--- config.mk ---
export PLATFORM = sky130hd
export DESIGN_NAME = ahb_resp_mux_n
export DESIGN_NICKNAME = d
export VERILOG_FILES = /design/src/rtl/ahb_pkg.sv /design/src/rtl/ahb_resp_watchdog.sv /design/src/rtl/ahb_resp_mux_n.sv
export SDC_FILE = /design/constraint.sdc
export NUM_CORES = 1
export LEC_CHECK = 0
export BUFFER_PORTS_ARGS = -buffer_cell sky130_fd_sc_hd__buf_2
export CAP_MARGIN = 20
export CORE_ASPECT_RATIO = 0.7
export CORE_MARGIN = 2
export CORE_UTILIZATION = 36
export DETAILED_ROUTE_END_ITERATION = 7
export GPL_ROUTABILITY_DRIVEN = 0
export HOLD_SLACK_MARGIN = 0.08
export PLACE_DENSITY_LB_ADDON = 0.2
export SLEW_MARGIN = 10
export SYNTH_ARGS = -nofsm -noshare
export SYNTH_HDL_FRONTEND = slang
export SYNTH_SLANG_ARGS = --single-unit
export TNS_END_PERCENT = 1
--- constraint.sdc ---
create_clock -name HCLK -period 2.3 [get_ports HCLK]
set_input_delay 0.23 -clock HCLK [delete_from_list [all_inputs] [get_ports HCLK]]
set_output_delay 0.23 -clock HCLK [all_outputs]
set_load 0.1 [all_outputs]
--- src/rtl/ahb_pkg.sv ---
// Shared AHB-Lite encodings and the response-mux state type.
// Latency: n/a (types and constants only).
// Backpressure: n/a.
package ahb_pkg;

  localparam logic [1:0] HTRANS_IDLE   = 2'b00;
  localparam logic [1:0] HTRANS_BUSY   = 2'b01;
  localparam logic [1:0] HTRANS_NONSEQ = 2'b10;
  localparam logic [1:0] HTRANS_SEQ    = 2'b11;

  localparam logic [1:0] HRESP_OKAY  = 2'b00;
  localparam logic [1:0] HRESP_ERROR = 2'b01;

  typedef enum logic [1:0] {
    ST_IDLE,
    ST_ACTIVE,
    ST_ERR1,
    ST_ERR2
  } resp_state_t;

  // True when the manager is requesting a real transfer (NONSEQ/SEQ).
  function automatic logic ahb_is_xfer(input logic [1:0] htrans);
    logic r;
    case (htrans)
      HTRANS_IDLE, HTRANS_BUSY:  r = 1'b0;
      HTRANS_NONSEQ, HTRANS_SEQ: r = 1'b1;
      default:                   r = 1'b0;
    endcase
    return r;
  endfunction

endpackage

--- src/rtl/ahb_resp_watchdog.sv ---
// Counts consecutive wait states of the selected subordinate and flags expiry.
// Latency: expire is combinational in the TIMEOUT_CYCLES-th consecutive wait cycle.
// Backpressure: none; any non-wait cycle clears the count (TIMEOUT_CYCLES=0 never expires).
module ahb_resp_watchdog #(
  parameter int TIMEOUT_CYCLES = 16
) (
  input  logic HCLK,
  input  logic HRESETn,
  input  logic wait_cyc,
  output logic expire
);

  localparam int CW = (TIMEOUT_CYCLES > 0) ? $clog2(TIMEOUT_CYCLES + 1) : 1;
  localparam logic [CW-1:0] LIMIT = CW'((TIMEOUT_CYCLES > 0) ? TIMEOUT_CYCLES - 1 : 0);

  logic [CW-1:0] cnt;

  // Expiry fires on the wait cycle whose edge would take the count to TIMEOUT_CYCLES.
  always_comb begin
    expire = (TIMEOUT_CYCLES != 0) && wait_cyc && (cnt >= LIMIT);
  end

  // Saturating wait counter; cleared on any ready cycle, state change or expiry.
  always_ff @(posedge HCLK or negedge HRESETn) begin
    if (!HRESETn) begin
      cnt <= '0;
    end else if (!wait_cyc || expire) begin
      cnt <= '0;
    end else if (cnt != {CW{1'b1}}) begin
      cnt <= cnt + 1'b1;
    end
  end

endmodule

--- src/rtl/ahb_resp_mux_n.sv ---
// AHB-Lite subordinate response mux with decode-error default slave and wait-state watchdog.
// Latency: zero added latency; outputs are combinational from registered state and selected slice.
// Backpressure: HREADY follows the selected subordinate; error responses insert one low cycle.
module ahb_resp_mux_n
  import ahb_pkg::*;
#(
  parameter int NO_OF_SUBORDINATES = 4,
  parameter int DATA_WIDTH         = 32,
  parameter int TIMEOUT_CYCLES     = 16
) (
  input  logic                                     HCLK,
  input  logic                                     HRESETn,
  input  logic [NO_OF_SUBORDINATES-1:0]            HSEL,
  input  logic [1:0]                               HTRANS,
  input  logic [NO_OF_SUBORDINATES-1:0]            HREADYOUT_S,
  input  logic [2*NO_OF_SUBORDINATES-1:0]          HRESP_S,
  input  logic [DATA_WIDTH*NO_OF_SUBORDINATES-1:0] HRDATA_S,
  output logic [DATA_WIDTH-1:0]                    HRDATA,
  output logic [1:0]                               HRESP,
  output logic                                     HREADY,
  output logic                                     decode_err,
  output logic                                     timeout_err
);

  localparam int SW = (NO_OF_SUBORDINATES > 1) ? $clog2(NO_OF_SUBORDINATES) : 1;

  resp_state_t           state, state_nxt;
  logic [SW-1:0]         sel_idx, sel_nxt;
  logic                  err_to, err_to_nxt;
  logic [4:0]            hot_cnt;
  logic [SW-1:0]         hot_idx;
  logic                  sel_rdy;
  logic [1:0]            sel_resp;
  logic [DATA_WIDTH-1:0] sel_data;
  logic                  wait_cyc;
  logic                  expire;

  // One-hot check of the decoder selects: population count plus index of the set bit.
  always_comb begin
    hot_cnt = '0;
    hot_idx = '0;
    for (int i = 0; i < NO_OF_SUBORDINATES; i++) begin
      if (HSEL[i]) begin
        hot_cnt = hot_cnt + 5'd1;
        hot_idx = SW'(i);
      end
    end
  end

  // Route the registered subordinate's slice.
  always_comb begin
    sel_rdy  = HREADYOUT_S[sel_idx];
    sel_resp = HRESP_S[2*sel_idx +: 2];
    sel_data = HRDATA_S[sel_idx*DATA_WIDTH +: DATA_WIDTH];
    wait_cyc = (state == ST_ACTIVE) && !sel_rdy;
  end

  ahb_resp_watchdog #(
    .TIMEOUT_CYCLES(TIMEOUT_CYCLES)
  ) u_watchdog (
    .HCLK     (HCLK),
    .HRESETn  (HRESETn),
    .wait_cyc (wait_cyc),
    .expire   (expire)
  );

  // Manager-facing outputs decoded from state; ERR1/ERR2 form the two-cycle ERROR response.
  always_comb begin
    HREADY      = 1'b1;
    HRESP       = HRESP_OKAY;
    HRDATA      = '0;
    decode_err  = 1'b0;
    timeout_err = 1'b0;
    case (state)
      ST_ACTIVE: begin
        HREADY = sel_rdy;
        HRESP  = sel_resp;
        HRDATA = sel_data;
      end
      ST_ERR1: begin
        HREADY      = 1'b0;
        HRESP       = HRESP_ERROR;
        decode_err  = !err_to;
        timeout_err = err_to;
      end
      ST_ERR2: begin
        HRESP = HRESP_ERROR;
      end
      default: ;
    endcase
  end

  // Next state: address phase is taken only when HREADY is high; watchdog expiry forces ERR1.
  always_comb begin
    state_nxt  = state;
    sel_nxt    = sel_idx;
    err_to_nxt = 1'b0;
    if (state == ST_ERR1) begin
      state_nxt = ST_ERR2;
    end else if (HREADY) begin
      if (!ahb_is_xfer(HTRANS)) begin
        state_nxt = ST_IDLE;
      end else if (hot_cnt == 5'd1) begin
        state_nxt = ST_ACTIVE;
        sel_nxt   = hot_idx;
      end else begin
        state_nxt = ST_ERR1;
      end
    end else if (expire) begin
      state_nxt  = ST_ERR1;
      err_to_nxt = 1'b1;
    end
  end

  // State, selected index and error cause registers.
  always_ff @(posedge HCLK or negedge HRESETn) begin
    if (!HRESETn) begin
      state   <= ST_IDLE;
      sel_idx <= '0;
      err_to  <= 1'b0;
    end else begin
      state   <= state_nxt;
      sel_idx <= sel_nxt;
      err_to  <= err_to_nxt;
    end
  end

endmodule

======== Word level (Yosys, flattened, before mapping) ========
Cells that the tools add are included.
storage, ports and cells
  bits in writable memories ............... 0
  register bits ........................... 10
  latch bits .............................. 0
  memories kept ........................... 0
  memory bits (read-only) ................. 0
  output and inout port bits .............. 37
  word-level logic and storage cells ...... 61
  bits of input ports ..................... 148
operators by class
  $add $sub $neg .......................... 4
  multiply operators ...................... 0
  shift operators ......................... 2
  reductions and logical operators ........ 13
  muxes and demuxes ....................... 27
  bitwise logic cells ..................... 1
  equal/unequal tests ..................... 8
  order comparisons ....................... 2
  divide/modulo/power cells ............... 0
operator list
  cell                   number
  $shiftx A128 B8 Y32    1
  $mux W32               1
  $mux W5                5
  $add A5 B1 Y5 const B  4
  $mux W2                7
  $mux W1                10
  $eq A2 B2 Y1 const B   4
  $shiftx A8 B4 Y2       1
  $reduce_or A2 Y1       3
  $eq A5 B1 Y1 const B   1
  $ge A5 B4 Y1 const B   1
  $ne A5 B5 Y1 const B   1
  $eq A2 B1 Y1 const B   2
  $pmux W1 S2            2
  $pmux W2 S2            1
  $reduce_and A4 Y1      1
  $logic_not A1 Y1       3
  $lt A2 B3 Y1 const B   1
  $reduce_bool A3 Y1     1
  $bmux W1 S2            1
  $logic_and A1 B1 Y1    2
  $logic_not A2 Y1       1
  $reduce_bool A2 Y1     1
  $logic_or A1 B1 Y1     1
  $not A1 Y1             1

======== Depth between registers and ports, before layout ========
  depth after elaboration ................. 12
  mapped depth ............................ 9
  depth with buffers taken out ............ 8

======== By module ========
From an unflattened synthesis, not the netlist that was laid out.
unflattened totals
  cells, all modules ...................... 150
  area, all modules ....................... 1739.2 sq um
modules (own cells, without submodules)
  module             area an instance (sq um)  cells each  times used  sequential area each (sq um)
  ahb_resp_mux_n     1456.4                    121         1           125.1
  ahb_resp_watchdog  282.8                     29          1           125.1

======== Worst setup path after synthesis ========
Ideal clock, no wire load.
  path type ............................... register -> output
  from .................................... register sel_idx[1]
  to ...................................... output HRDATA[10]
  buffers on the path ..................... 2
  arrival ................................. 2.405 ns
  setup slack ............................. -0.335 ns
  stages on the path, launching flop included .. 5
  cell sequence ........................... dfrtp_1 -> buf_4 -> clkbuf_1 -> mux4_2 -> nor2b_1
on the way
  longest elaborated chain between the ends .. 2
RTL lines
  item                      RTL line               text
  start: declaration        ahb_resp_mux_n.sv:28   logic [SW-1:0] sel_idx, sel_nxt;
  start signal: assignment  ahb_resp_mux_n.sv:123  sel_idx <= sel_nxt;
  $shiftx A128 B8 Y32       ahb_resp_mux_n.sv:54   sel_data = HRDATA_S[sel_idx*DATA_WIDTH +: DATA_WIDTH];
  $mux W32                  ahb_resp_mux_n.sv:74   case (state)
  end: declaration          ahb_resp_mux_n.sv:18   output logic [DATA_WIDTH-1:0] HRDATA,
Every way passes these cells.

======== Worst setup path in the final report ========
  from .................................... register sel_idx[0]
  to ...................................... output HRDATA[23]
The elaborated chain is that of the path after synthesis.

==> impl_metrics.yaml <==
synthesis:
  synthCells: 157
  synth_edf_count: 0
  synth_cell_types: 36
  syn_area_mm2: 0.001768
  ys_seq_elements: 10
  synthArstFlopShare: 1.000
  yosysWarningCount: 0
  syn_avg_cell_area_um2: 11.26
  seq_area_frac_synth: 0.1415
  synthFlopType: "dfrtp_1"
  synth.largest_area_cell: "mux4_2"
  synth_nets: 311
  synth_top_area_share: 0.4331
  synth.area.top_cells: "mux4_2 (43%), dfrtp_1 (14%), nor2b_1 (13%)"
critical_path:
  rrSetupSlack_ns: 0.52
  cp-start-kind: "register"
  path_class: "reg2out"
  cp.arrival_ns: 1.90
  required_ns: 2.07
  reg2reg_depth: 6
  end_kind: "output port"
  worstPathMaxFanout: 16
  worstPathCellList: "buf_4 > mux4_2 > nor2b_1 > buf_12"
  timing.rr.start: "u_watchdog.cnt[0]"
  critical_path.max_stage_delay_ns: 0.55
  cpMaxStageDelayCell: "mux4_2"
  r2r_end: "state[0]"
timing:
  min_period_over_period: 0.9272
  min_period_ns: 2.133
  timing.hold.ws_ns: 0.3153
  setup_viol: 0
  worst_pin_slew_ns: 0.4845
  final-hold-violation-count: 0
  worst_slack_ns: 0.1675
  rsz0062_at_grt: "no"
  relSlewSlack: 0.6792
  max_freq_mhz: 468.9
  slew_violations: 0
  finClkSkew_ns: 0.0004159
  final.setup.tns_ns: 0
placed_design:
  placedInstanceArea_mm2: 0.003296
  portBuffers: 183
  dp.cells: 403
  post-place-ws_ns: 0.07874
  dp_hpwl_mm: 5.988
power_and_ir_drop:
  leakage_nw: 1.587
  p_per_area_mw_per_mm2: 1405
  ir_drop_uv: 638.2
clock_tree:
  clockBufferDepth: 2
  cts_root_buf: "clkbuf_8"
  insertion_delay_ns: 0.23
  htree_levels: 1
  clkTransAtPathRegs_ns: 0.05
  cts_made_buffers: 3
  cts_sinks: 10
  cts_tree: "built"
  post_cts_buffers: 0
final_layout:
  fillers: 370
  final_cell_mix: "buf_2 (148), nor2b_1 (36), buf_12 (36)"
  multi_input_area_mm2: 0.001425
  nNetsFinal: 494
  area_growth_pct: 89.67
  fin_area_mm2: 0.003353
  final_common_cell: "buf_2"
  seq_area_um2: 251.5
  final_cells: 409
  drive_gt1_frac: 0.6785
global_route:
  overflow: 0
  grt_max_degree: 33
  track_usage: 0.2414
  grt_pass1_wl_mm: 10.16
  antenna_found_initial: 1
  grt_pass1_vias: 2100
route:
  wire_per_inst_um: 16.67
  drtPass1Iterations: 4
  final_antenna_net_count: 0
  avgViaCountPerCell: 5.181
  drtIter0Drc: 91
  wl_mm: 6.816
  num_vias: 2119
  route.detailed.drc: 0
floorplanning:
  coreArea_mm2: 0.004756
  std_cell_rows: 21
  die-area_mm2: 0.005496
  die_y_um: 62.63
  start_util: 0.3717
  die_width_um: 87.76
  ioPinCount: 185
min_path:
  min_from: "HTRANS[1]"
  min_to: "state[1]"
  min_path_type: "in2reg"
  whs_path_depth: 3
run:
  maxCapViolations: 0
outcome:
  outcome: "completed"
stage by stage:
stage	total power [mW]	utilization
floorplan	3.178	-
global placement	4.507	0.6930
detailed placement	4.548	0.6930
CTS	4.748	0.7046
global route	4.913	0.7051
finish	4.712	0.7051
power by group:
part           internal (mW)  total (mW)  switching [mW]
clock network          0.121       0.184          0.0635
logic                   1.71        4.24            2.53
registers              0.222       0.288          0.0669
total                   2.05        4.71            2.66
cell type report:
class	count	share of cell area
clock buffer	4	0.01343
antenna	1	0.0007463
timing repair buffer	190	0.4500
multi-input combinational	126	0.4250
inverter	9	0.01007
sequential	10	0.07500
tap	69	0.02575
layer usage:
layer  routed length [µm]  part of all wire  global-route usage
met4                  154             0.023             0.06538
met1                 2495              0.37              0.2924
met5                    0                 0                   0
met3                  746              0.11             0.05945
met2                 3419              0.50              0.4242
worst max-delay path by stage:
stage	to	slack [ns]	start
after floorplan	HRDATA[11]	-0.33	sel_idx[1]
after global placement	sel_idx[0]	0.12	HSEL[0]
after detailed placement	sel_idx[1]	0.08	HSEL[0]
after CTS	HRDATA[12]	0.14	sel_idx[0]
after global routing	HRDATA[12]	0.06	sel_idx[0]
final	HRDATA[23]	0.17	sel_idx[0]
worst max-delay path, delay by kind of cell (launching register included):
family / cells / cell delay, ns
buffers and inverters: 2 / 0.51
DFF: 1 / 0.42
muxes: 1 / 0.55
and+or+nand+nor: 1 / 0.18
flip-flops by register name, indices dropped and copies added, names as in the netlist:
register / cells
state: 2
sel_idx: 2
err_to: 1
u_watchdog.cnt: 5
logic make-up (layout without fill, tap and decap cells):
logic type,after synthesis,in the layout,share of synthesized area
simple gates,63,63,0.2144
mux,39,39,0.4614
buf+inv,21,203,0.05379
compound gates,13,13,0.06158
flops,10,10,0.1415
fa+ha+maj,6,6,0.04246
xor+xnor,5,5,0.02477
other cells,0,1,0
timing repair:
item	in CTS	in global routing
resized for setup	0	0
endpoints found under the hold margin	10	0
hold buffers	1	0
synth_stat cells, drive strengths merged, types with 2 or more instances:
| cell | instances |
|---|---|
| nor2b | 37 |
| mux4 | 34 |
| dfrtp | 10 |
| inv | 9 |
| nor2 | 8 |
| buf | 6 |
| clkbuf | 6 |
| ha | 6 |
| mux2i | 5 |
| xor2 | 4 |
| a211oi | 2 |
| a21oi | 2 |
| and2 | 2 |
| nand2 | 2 |
| nand2b | 2 |
| nor3 | 2 |
| nor3b | 2 |
| o21ai | 2 |
Power figures use the tool's default switching activity.
